File: config.mk
export PLATFORM = sky130hd
export DESIGN_NAME = sobel_gx_stream
export DESIGN_NICKNAME = d
export VERILOG_FILES = /design/src/rtl/sobel_gx_stream.sv
export SDC_FILE = /design/constraint.sdc
export NUM_CORES = 1
export LEC_CHECK = 0
export CAP_MARGIN = 10
export CORE_AREA = 2 2 194 196
export DETAILED_ROUTE_END_ITERATION = 6
export DIE_AREA = 0 0 196 198
export PLACE_DENSITY_LB_ADDON = 0.2
export SETUP_SLACK_MARGIN = 0.3
export SLEW_MARGIN = 20
export SYNTH_ARGS = -nofsm -noshare
export SYNTH_HDL_FRONTEND = slang
export SYNTH_SLANG_ARGS = --single-unit
export TNS_END_PERCENT = 5
File: constraint.sdc
create_clock -name Clk -period 4.9 [get_ports Clk]
set_input_delay 0.49 -clock Clk [delete_from_list [all_inputs] [get_ports Clk]]
set_output_delay 0.49 -clock Clk [all_outputs]
set_load 0.05 [all_outputs]
File: src/rtl/sobel_gx_stream.sv
// sobel_gx_stream: streaming 3x3 Sobel gradient engine.
//
// Pixels arrive in raster order over a valid/ready handshake. Two line
// buffers supply rows r-1 and r-2, and per-column partial sums are kept
// for the last two columns, so a full 3x3 window is never stored.
// A result is emitted for every interior window, (IMG_W-2)*(IMG_H-2)
// results per frame. Border windows are dropped and no padding is applied.
//
// Optional feature macro: SOBEL_MAG_EN
//   undefined : out_data = signed two's-complement Gx
//   defined   : out_data = |Gx| + |Gy| (unsigned). Latency is the same.
//
// Pipeline: accept (cycle T) -> stage 1 partial sums (T+1) -> output reg (T+2).
// The whole pipeline holds while out_valid && !out_ready.
module sobel_gx_stream #(
    parameter int IMG_W = 15,
    parameter int IMG_H = 15,
    parameter int PIX_W = 8
) (
    input  logic             Clk,
    input  logic             Reset,
    input  logic             in_valid,
    output logic             in_ready,
    input  logic [PIX_W-1:0] in_pixel,
    output logic             out_valid,
    input  logic             out_ready,
    output logic [PIX_W+2:0] out_data,
    output logic             out_last,
    output logic             busy,
    output logic             frame_done
);

    localparam int OUT_W = PIX_W + 3;
    localparam int CS_W  = PIX_W + 2;   // weighted column sum top+2*mid+bot
    localparam int COL_W = $clog2(IMG_W);
    localparam int ROW_W = $clog2(IMG_H);

    typedef enum logic [1:0] {
        S_IDLE   = 2'd0,
        S_ACTIVE = 2'd1,
        S_FLUSH  = 2'd2
    } state_t;

    state_t            r_state;
    logic              r_busy;
    logic              r_frame_done;

    logic [COL_W-1:0]  r_col;
    logic [ROW_W-1:0]  r_row;

    // Line buffers: r_lb1 holds row r-1, r_lb2 holds row r-2.
    logic [PIX_W-1:0]  r_lb1 [IMG_W];
    logic [PIX_W-1:0]  r_lb2 [IMG_W];

    // Weighted column sums of the two previous columns in the current row.
    logic [CS_W-1:0]   r_cs_d1;
    logic [CS_W-1:0]   r_cs_d2;

    // Stage 1 registers.
    logic              r_s1_valid;
    logic              r_s1_last;
    logic [CS_W-1:0]   r_s1_right;
    logic [CS_W-1:0]   r_s1_left;

    // Output stage registers.
    logic              r_out_valid;
    logic              r_out_last;
    logic [OUT_W-1:0]  r_out_data;

    logic              w_stall;
    logic              w_in_ready;
    logic              w_accept;
    logic              w_col_last;
    logic              w_row_last;
    logic              w_frame_last;
    logic              w_interior;
    logic              w_out_hs_last;
    logic [PIX_W-1:0]  w_top;
    logic [PIX_W-1:0]  w_mid;
    logic [PIX_W-1:0]  w_bot;
    logic [CS_W-1:0]   w_col_sum;
    logic signed [OUT_W-1:0] w_gx;
    logic [OUT_W-1:0]  w_result;

`ifdef SOBEL_MAG_EN
    // Per-column vertical differences (bottom - top) for the Gy term.
    logic signed [PIX_W:0]   w_diff;
    logic signed [PIX_W:0]   r_df_d1;
    logic signed [PIX_W:0]   r_df_d2;
    logic signed [OUT_W-1:0] w_d0_x;
    logic signed [OUT_W-1:0] w_d1_x;
    logic signed [OUT_W-1:0] w_d2_x;
    logic signed [OUT_W-1:0] w_gy;
    logic signed [OUT_W-1:0] r_s1_gy;
    logic [OUT_W-1:0]        w_abs_gx;
    logic [OUT_W-1:0]        w_abs_gy;
`endif

    // ---------------------------------------------------------------
    // Handshake and position decode
    // ---------------------------------------------------------------
    assign w_stall      = r_out_valid && !out_ready;
    assign w_in_ready   = !w_stall && (r_state != S_FLUSH);
    assign w_accept     = in_valid && w_in_ready;
    assign w_col_last   = (r_col == COL_W'(IMG_W - 1));
    assign w_row_last   = (r_row == ROW_W'(IMG_H - 1));
    assign w_frame_last = w_col_last && w_row_last;
    assign w_interior   = (r_row >= ROW_W'(2)) && (r_col >= COL_W'(2));
    assign w_out_hs_last = r_out_valid && out_ready && r_out_last;

    // Current column of the window: the line buffers are read before the
    // same-cycle write lands, so they still hold rows r-2 and r-1 here.
    assign w_top = r_lb2[r_col];
    assign w_mid = r_lb1[r_col];
    assign w_bot = in_pixel;

    assign w_col_sum = {2'b00, w_top} + {1'b0, w_mid, 1'b0} + {2'b00, w_bot};

`ifdef SOBEL_MAG_EN
    assign w_diff = $signed({1'b0, w_bot}) - $signed({1'b0, w_top});
    assign w_d0_x = {{(OUT_W-PIX_W-1){w_diff[PIX_W]}},  w_diff};
    assign w_d1_x = {{(OUT_W-PIX_W-1){r_df_d1[PIX_W]}}, r_df_d1};
    assign w_d2_x = {{(OUT_W-PIX_W-1){r_df_d2[PIX_W]}}, r_df_d2};
    // Column weights 1,2,1 from left to right: Gy = d(c-2) + 2d(c-1) + d(c).
    assign w_gy   = w_d2_x + (w_d1_x <<< 1) + w_d0_x;
`endif

    // ---------------------------------------------------------------
    // Datapath
    // ---------------------------------------------------------------
    // Gx = right column weighted sum minus left column weighted sum.
    assign w_gx = $signed({1'b0, r_s1_right}) - $signed({1'b0, r_s1_left});

`ifdef SOBEL_MAG_EN
    assign w_abs_gx = w_gx[OUT_W-1]    ? -w_gx    : w_gx;
    assign w_abs_gy = r_s1_gy[OUT_W-1] ? -r_s1_gy : r_s1_gy;
    assign w_result = w_abs_gx + w_abs_gy;
`else
    assign w_result = w_gx;
`endif

    // Line buffer shift: row r-1 moves down to r-2, the new pixel becomes r-1.
    always_ff @(posedge Clk) begin
        if (w_accept) begin
            r_lb2[r_col] <= w_mid;
            r_lb1[r_col] <= in_pixel;
        end
    end

    // Raster position counters, wrapping at the end of each row and frame.
    always_ff @(posedge Clk or posedge Reset) begin
        if (Reset) begin
            r_col <= '0;
            r_row <= '0;
        end else if (w_accept) begin
            if (w_col_last) begin
                r_col <= '0;
                r_row <= w_row_last ? '0 : r_row + 1'b1;
            end else begin
                r_col <= r_col + 1'b1;
            end
        end
    end

    // Column history; stale values from the previous row at col 0/1 are
    // harmless because those positions never produce a result.
    always_ff @(posedge Clk or posedge Reset) begin
        if (Reset) begin
            r_cs_d1 <= '0;
            r_cs_d2 <= '0;
        end else if (w_accept) begin
            r_cs_d1 <= w_col_sum;
            r_cs_d2 <= r_cs_d1;
        end
    end

`ifdef SOBEL_MAG_EN
    // Vertical-difference history for the Gy term.
    always_ff @(posedge Clk or posedge Reset) begin
        if (Reset) begin
            r_df_d1 <= '0;
            r_df_d2 <= '0;
        end else if (w_accept) begin
            r_df_d1 <= w_diff;
            r_df_d2 <= r_df_d1;
        end
    end
`endif

    // Stage 1: capture both column partial sums with the valid/last tag.
    always_ff @(posedge Clk or posedge Reset) begin
        if (Reset) begin
            r_s1_valid <= 1'b0;
            r_s1_last  <= 1'b0;
            r_s1_right <= '0;
            r_s1_left  <= '0;
`ifdef SOBEL_MAG_EN
            r_s1_gy    <= '0;
`endif
        end else if (!w_stall) begin
            r_s1_valid <= w_accept && w_interior;
            r_s1_last  <= w_accept && w_frame_last;
            if (w_accept) begin
                r_s1_right <= w_col_sum;
                r_s1_left  <= r_cs_d2;
`ifdef SOBEL_MAG_EN
                r_s1_gy    <= w_gy;
`endif
            end
        end
    end

    // Stage 2: output register, frozen while the sink stalls.
    always_ff @(posedge Clk or posedge Reset) begin
        if (Reset) begin
            r_out_valid <= 1'b0;
            r_out_last  <= 1'b0;
            r_out_data  <= '0;
        end else if (!w_stall) begin
            r_out_valid <= r_s1_valid;
            r_out_last  <= r_s1_valid && r_s1_last;
            if (r_s1_valid) begin
                r_out_data <= w_result;
            end
        end
    end

    // ---------------------------------------------------------------
    // Frame control FSM
    // ---------------------------------------------------------------
    // Frame sequencing with registered busy and frame_done outputs.
    always_ff @(posedge Clk or posedge Reset) begin
        if (Reset) begin
            r_state      <= S_IDLE;
            r_busy       <= 1'b0;
            r_frame_done <= 1'b0;
        end else begin
            r_frame_done <= 1'b0;
            case (r_state)
                S_IDLE: begin
                    if (w_accept) begin
                        r_state <= S_ACTIVE;
                        r_busy  <= 1'b1;
                    end
                end
                S_ACTIVE: begin
                    if (w_accept && w_frame_last) begin
                        r_state <= S_FLUSH;
                    end
                end
                S_FLUSH: begin
                    if (w_out_hs_last) begin
                        r_state      <= S_IDLE;
                        r_busy       <= 1'b0;
                        r_frame_done <= 1'b1;
                    end
                end
                default: begin
                    r_state <= S_IDLE;
                    r_busy  <= 1'b0;
                end
            endcase
        end
    end

    assign in_ready   = w_in_ready;
    assign out_valid  = r_out_valid;
    assign out_data   = r_out_data;
    assign out_last   = r_out_last;
    assign busy       = r_busy;
    assign frame_done = r_frame_done;

endmodule
==> impl_metrics.csv, run 1 <==
group,metric,value,unit
sta,slew_viol_final,0,
finish,postLayoutCoreUtil,40.17,%
clock_network,clkLatencyLatePin,510,ps
finish,drive_gt1_share,16.93,%
logic_synthesis,synth-seq-cells,307,
global_route,grt-ovfl-total,0,
sta,fin_hold_ws,433.4,ps
worst_setup_path,criticalPathCategory,"reg2reg",
routing,drtPass1Iterations,5,
routing,drc,0,
global_route,antenna_found_initial,0,
logic_synthesis,ys.flop_type,"edfxtp_1",
floorplan,start_util,34.48,%
power,p_leak,5.328,nW
floorplan,pin_count,28,
logic_synthesis,synth_cell_types,55,
floorplan,fp.coreArea,0.03696,sq mm
routing,vias,6685,
logic_synthesis,synth_cells,748,
global_route,globalRouteMet3Util,2.436,%
sta,fmax,224.8,MHz
logic_synthesis,syn-cell-area,0.01274,sq mm
finish,n_antenna_cell,0,
global_route,use_met1,20.86,%
clock_network,post_cts_buffers,0,
routing,viasPerCell,5.115,
floorplan,rows,71,
finish,final_cell_count_no_fill,1307,
finish,ff_latch_area,0.008890,sq mm
logic_synthesis,synth-edff-count,240,
sta,setup_tns,0,ps
power,ir_drop,0.3856,mV
sta,fin_ws,451.1,ps
finish,syn_to_final_growth,16.53,%
sta,tightest_slew,944.2,ps
logic_synthesis,syn_nets,788,
worst_setup_path,worstSetupStartpointType,"register",
floorplan,die-width,196,um
clock_network,clockBufferDepth,3,
global_route,grt_max_degree,46,
clock_network,clock-root-buffer,"clkbuf_16",
worst_setup_path,critPathCaptureType,"register",
placed_design,placedCellCount,1245,
placed_design,place_ws,376.5,ps
sta,hold_violations,0,
placed_design,port_buffers,27,
logic_synthesis,ys_seq_area_share,69.72,%
clock_network,cts_num_sinks,307,
clock_network,ctsHoldBuffers,0,
power,power,10.29,mW
global_route,grt_pass1_wl,41.95,mm
clock_network,cts_tree,"yes",
clock_network,numCtsBuffers,34,
finish,fill_cells,3376,
worst_hold_path,hold_class,"in2async",
worst_setup_path,cp_max_fo,41,
logic_synthesis,ys_async_sr_fraction,21.82,%
placed_design,place.gp.congestion,0.7636,
clock_network,cts_resized,0,
global_route,grt_use_met2,23.16,%
routing,avgRoutedWirePerCell,21.11,um
worst_setup_path,cp.required,5330,ps
logic_synthesis,synth.avg_cell_area,17.03,sq um
logic_synthesis,yosysWarnings,0,
floorplan,dieArea,0.03881,sq mm
clock_network,htreeDepth,2,
worst_setup_path,worstPathArrival,4880,ps
clock_network,clk_pin_slew,60,ps
sta,setup_violations,0,
sta,period_needed,4449,ps
placed_design,hpwl,16.44,mm
sta,slew_headroom,36.71,%
finish,nets,848,
floorplan,die_h,198,um
global_route,busiest_layer,"met2",
routing,postRouteAntennaNets,0,
flow_run,max-cap-violations,0,
outcome,outcome,"complete, no violations",
sta,skew,17.24,ps
finish,multi_input_comb_area,0.003650,sq mm
sta,min_period_over_period,90.79,%
power,p_per_area,693.0,mW/mm^2
placed_design,placed_area,0.01372,sq mm
sta,rsz0062_at_grt,"true",
routing,drt_iter0_drc,534,
global_route,track_usage,14.57,%
global_route,grt_pass1_vias,6673,
routing,wl,27.59,mm
finish,final_area,0.01485,sq mm
logic make-up (layout without fill, tap and decap cells):
logic type	Yosys count	count (layout)	share of synthesized area [%]
multiplexers	85	85	13.74
XOR/XNOR	8	8	0.5500
adder cells (fa/ha/maj)	28	28	3.280
AO/OA/AOI/OAI	104	104	5.048
AND/OR/NAND/NOR	163	163	5.627
flip-flops	307	307	69.72
buffers and inverters	53	138	2.033
sequential cells by signal, summed over array words and instances (netlist names), 2 cells and up:
register,flops
r_lb1,120
r_cs_d2,10
out_data,11
r_cs_d1,10
r_col,4
r_state,2
r_row,4
r_s1_right,10
r_s1_left,10
r_lb2,120
cell type report:
cell class                 instances  share of cell area (%)
clock buffer                      47                   6.557
inverter                          18                  0.4551
sequential                       307                   59.88
timing repair buffer              59                   3.607
clock inverter                    14                  0.9270
tap                              474                   3.995
multi-input combinational        388                   24.58
synthesized netlist by cell type (4+ instances only):
cell type | instances | area [sq um]
fa_1 | 9 | 180.2
a21oi_1 | 15 | 75.07
nand2_1 | 96 | 360.4
edfxtp_1 | 240 | 7207
nand2b_1 | 8 | 50.05
o21ai_0 | 46 | 230.2
nor2_1 | 22 | 82.58
mux2i_1 | 17 | 170.2
mux4_1 | 25 | 656.9
nand3_1 | 10 | 50.05
ha_1 | 19 | 237.7
buf_6 | 5 | 56.30
o21a_1 | 8 | 60.06
inv_1 | 18 | 67.56
xor2_1 | 5 | 43.79
a21o_1 | 9 | 67.56
buf_2 | 9 | 45.04
clkbuf_1 | 17 | 63.81
mux2_2 | 4 | 45.04
mux4_2 | 39 | 878.3
dfrtp_1 | 67 | 1677
nor3_1 | 9 | 45.04
worst max-delay path: stages (launching register included):
cell and delay [ps]:
dfrtp_2 940, buf_4 420, buf_4 230, mux4_2 310, mux4_2 500, fa_1 470
ha_1 350, o21ai_0 120, o21bai_1 140, a21oi_1 120, o311ai_0 560, o21a_1 200
cells in the final DEF (no fill, tap or decap), drive strengths merged, types with 5 or more instances in the layout:
cell type / netlist / routed
o21a: 8 / 8
buf: 18 / 32
fa: 9 / 9
a21oi: 15 / 15
mux4: 64 / 64
clkdlybuf4s50: 0 / 27
edfxtp: 240 / 240
clkbuf: 17 / 47
xor2: 5 / 5
nor3: 10 / 10
nand2: 96 / 96
mux2i: 17 / 17
nand2b: 8 / 8
ha: 19 / 19
nand3: 10 / 10
o21ai: 46 / 46
nor2: 22 / 22
clkinv: 0 / 11
dfrtp: 67 / 67
a21o: 9 / 9
inv: 18 / 18
power breakdown:
| group | total (mW) | internal [mW] | switching (mW) |
|---|---|---|---|
| logic | 3.92 | 1.71 | 2.21 |
| clock network | 2.53 | 1.54 | 0.990 |
| registers | 3.83 | 3.54 | 0.290 |
| total | 10.3 | 6.80 | 3.49 |
per-layer routing:
layer,vias up,part of all wire [%]
met3,33,5.2
li1,3033,-
met2,188,47
met5,-,0
met4,0,1.9
met1,3431,46
path summary, 6_finish.rpt:
check	from	end	slack, ps	depth (start not counted)
setup / recovery	r_col[1]	r_cs_d1[8]	450	11
hold / removal	Reset	frame_done	430	2
setup reg to reg	r_col[1]	r_cs_d1[8]	450	11
hold reg to reg	r_cs_d1[0]	r_cs_d2[0]	460	2
max in group asynchronous	Reset	r_cs_d1[8]	3510	3
min in group Clk	r_cs_d1[0]	r_cs_d2[0]	460	2
Note: power is estimated with default switching activity, not from simulation.
==> run 2, diff against run 1 <==
--- a/config.mk
+++ b/config.mk
@@ -11,7 +11,6 @@
 export DIE_AREA = 0 0 196 198
 export PLACE_DENSITY_LB_ADDON = 0.2
 export SETUP_SLACK_MARGIN = 0.3
-export SLEW_MARGIN = 20
 export SYNTH_ARGS = -nofsm -noshare
 export SYNTH_HDL_FRONTEND = slang
 export SYNTH_SLANG_ARGS = --single-unit
==> results of run 2 <==
The final DEF is identical to that of run 1; final timing and power are the same.
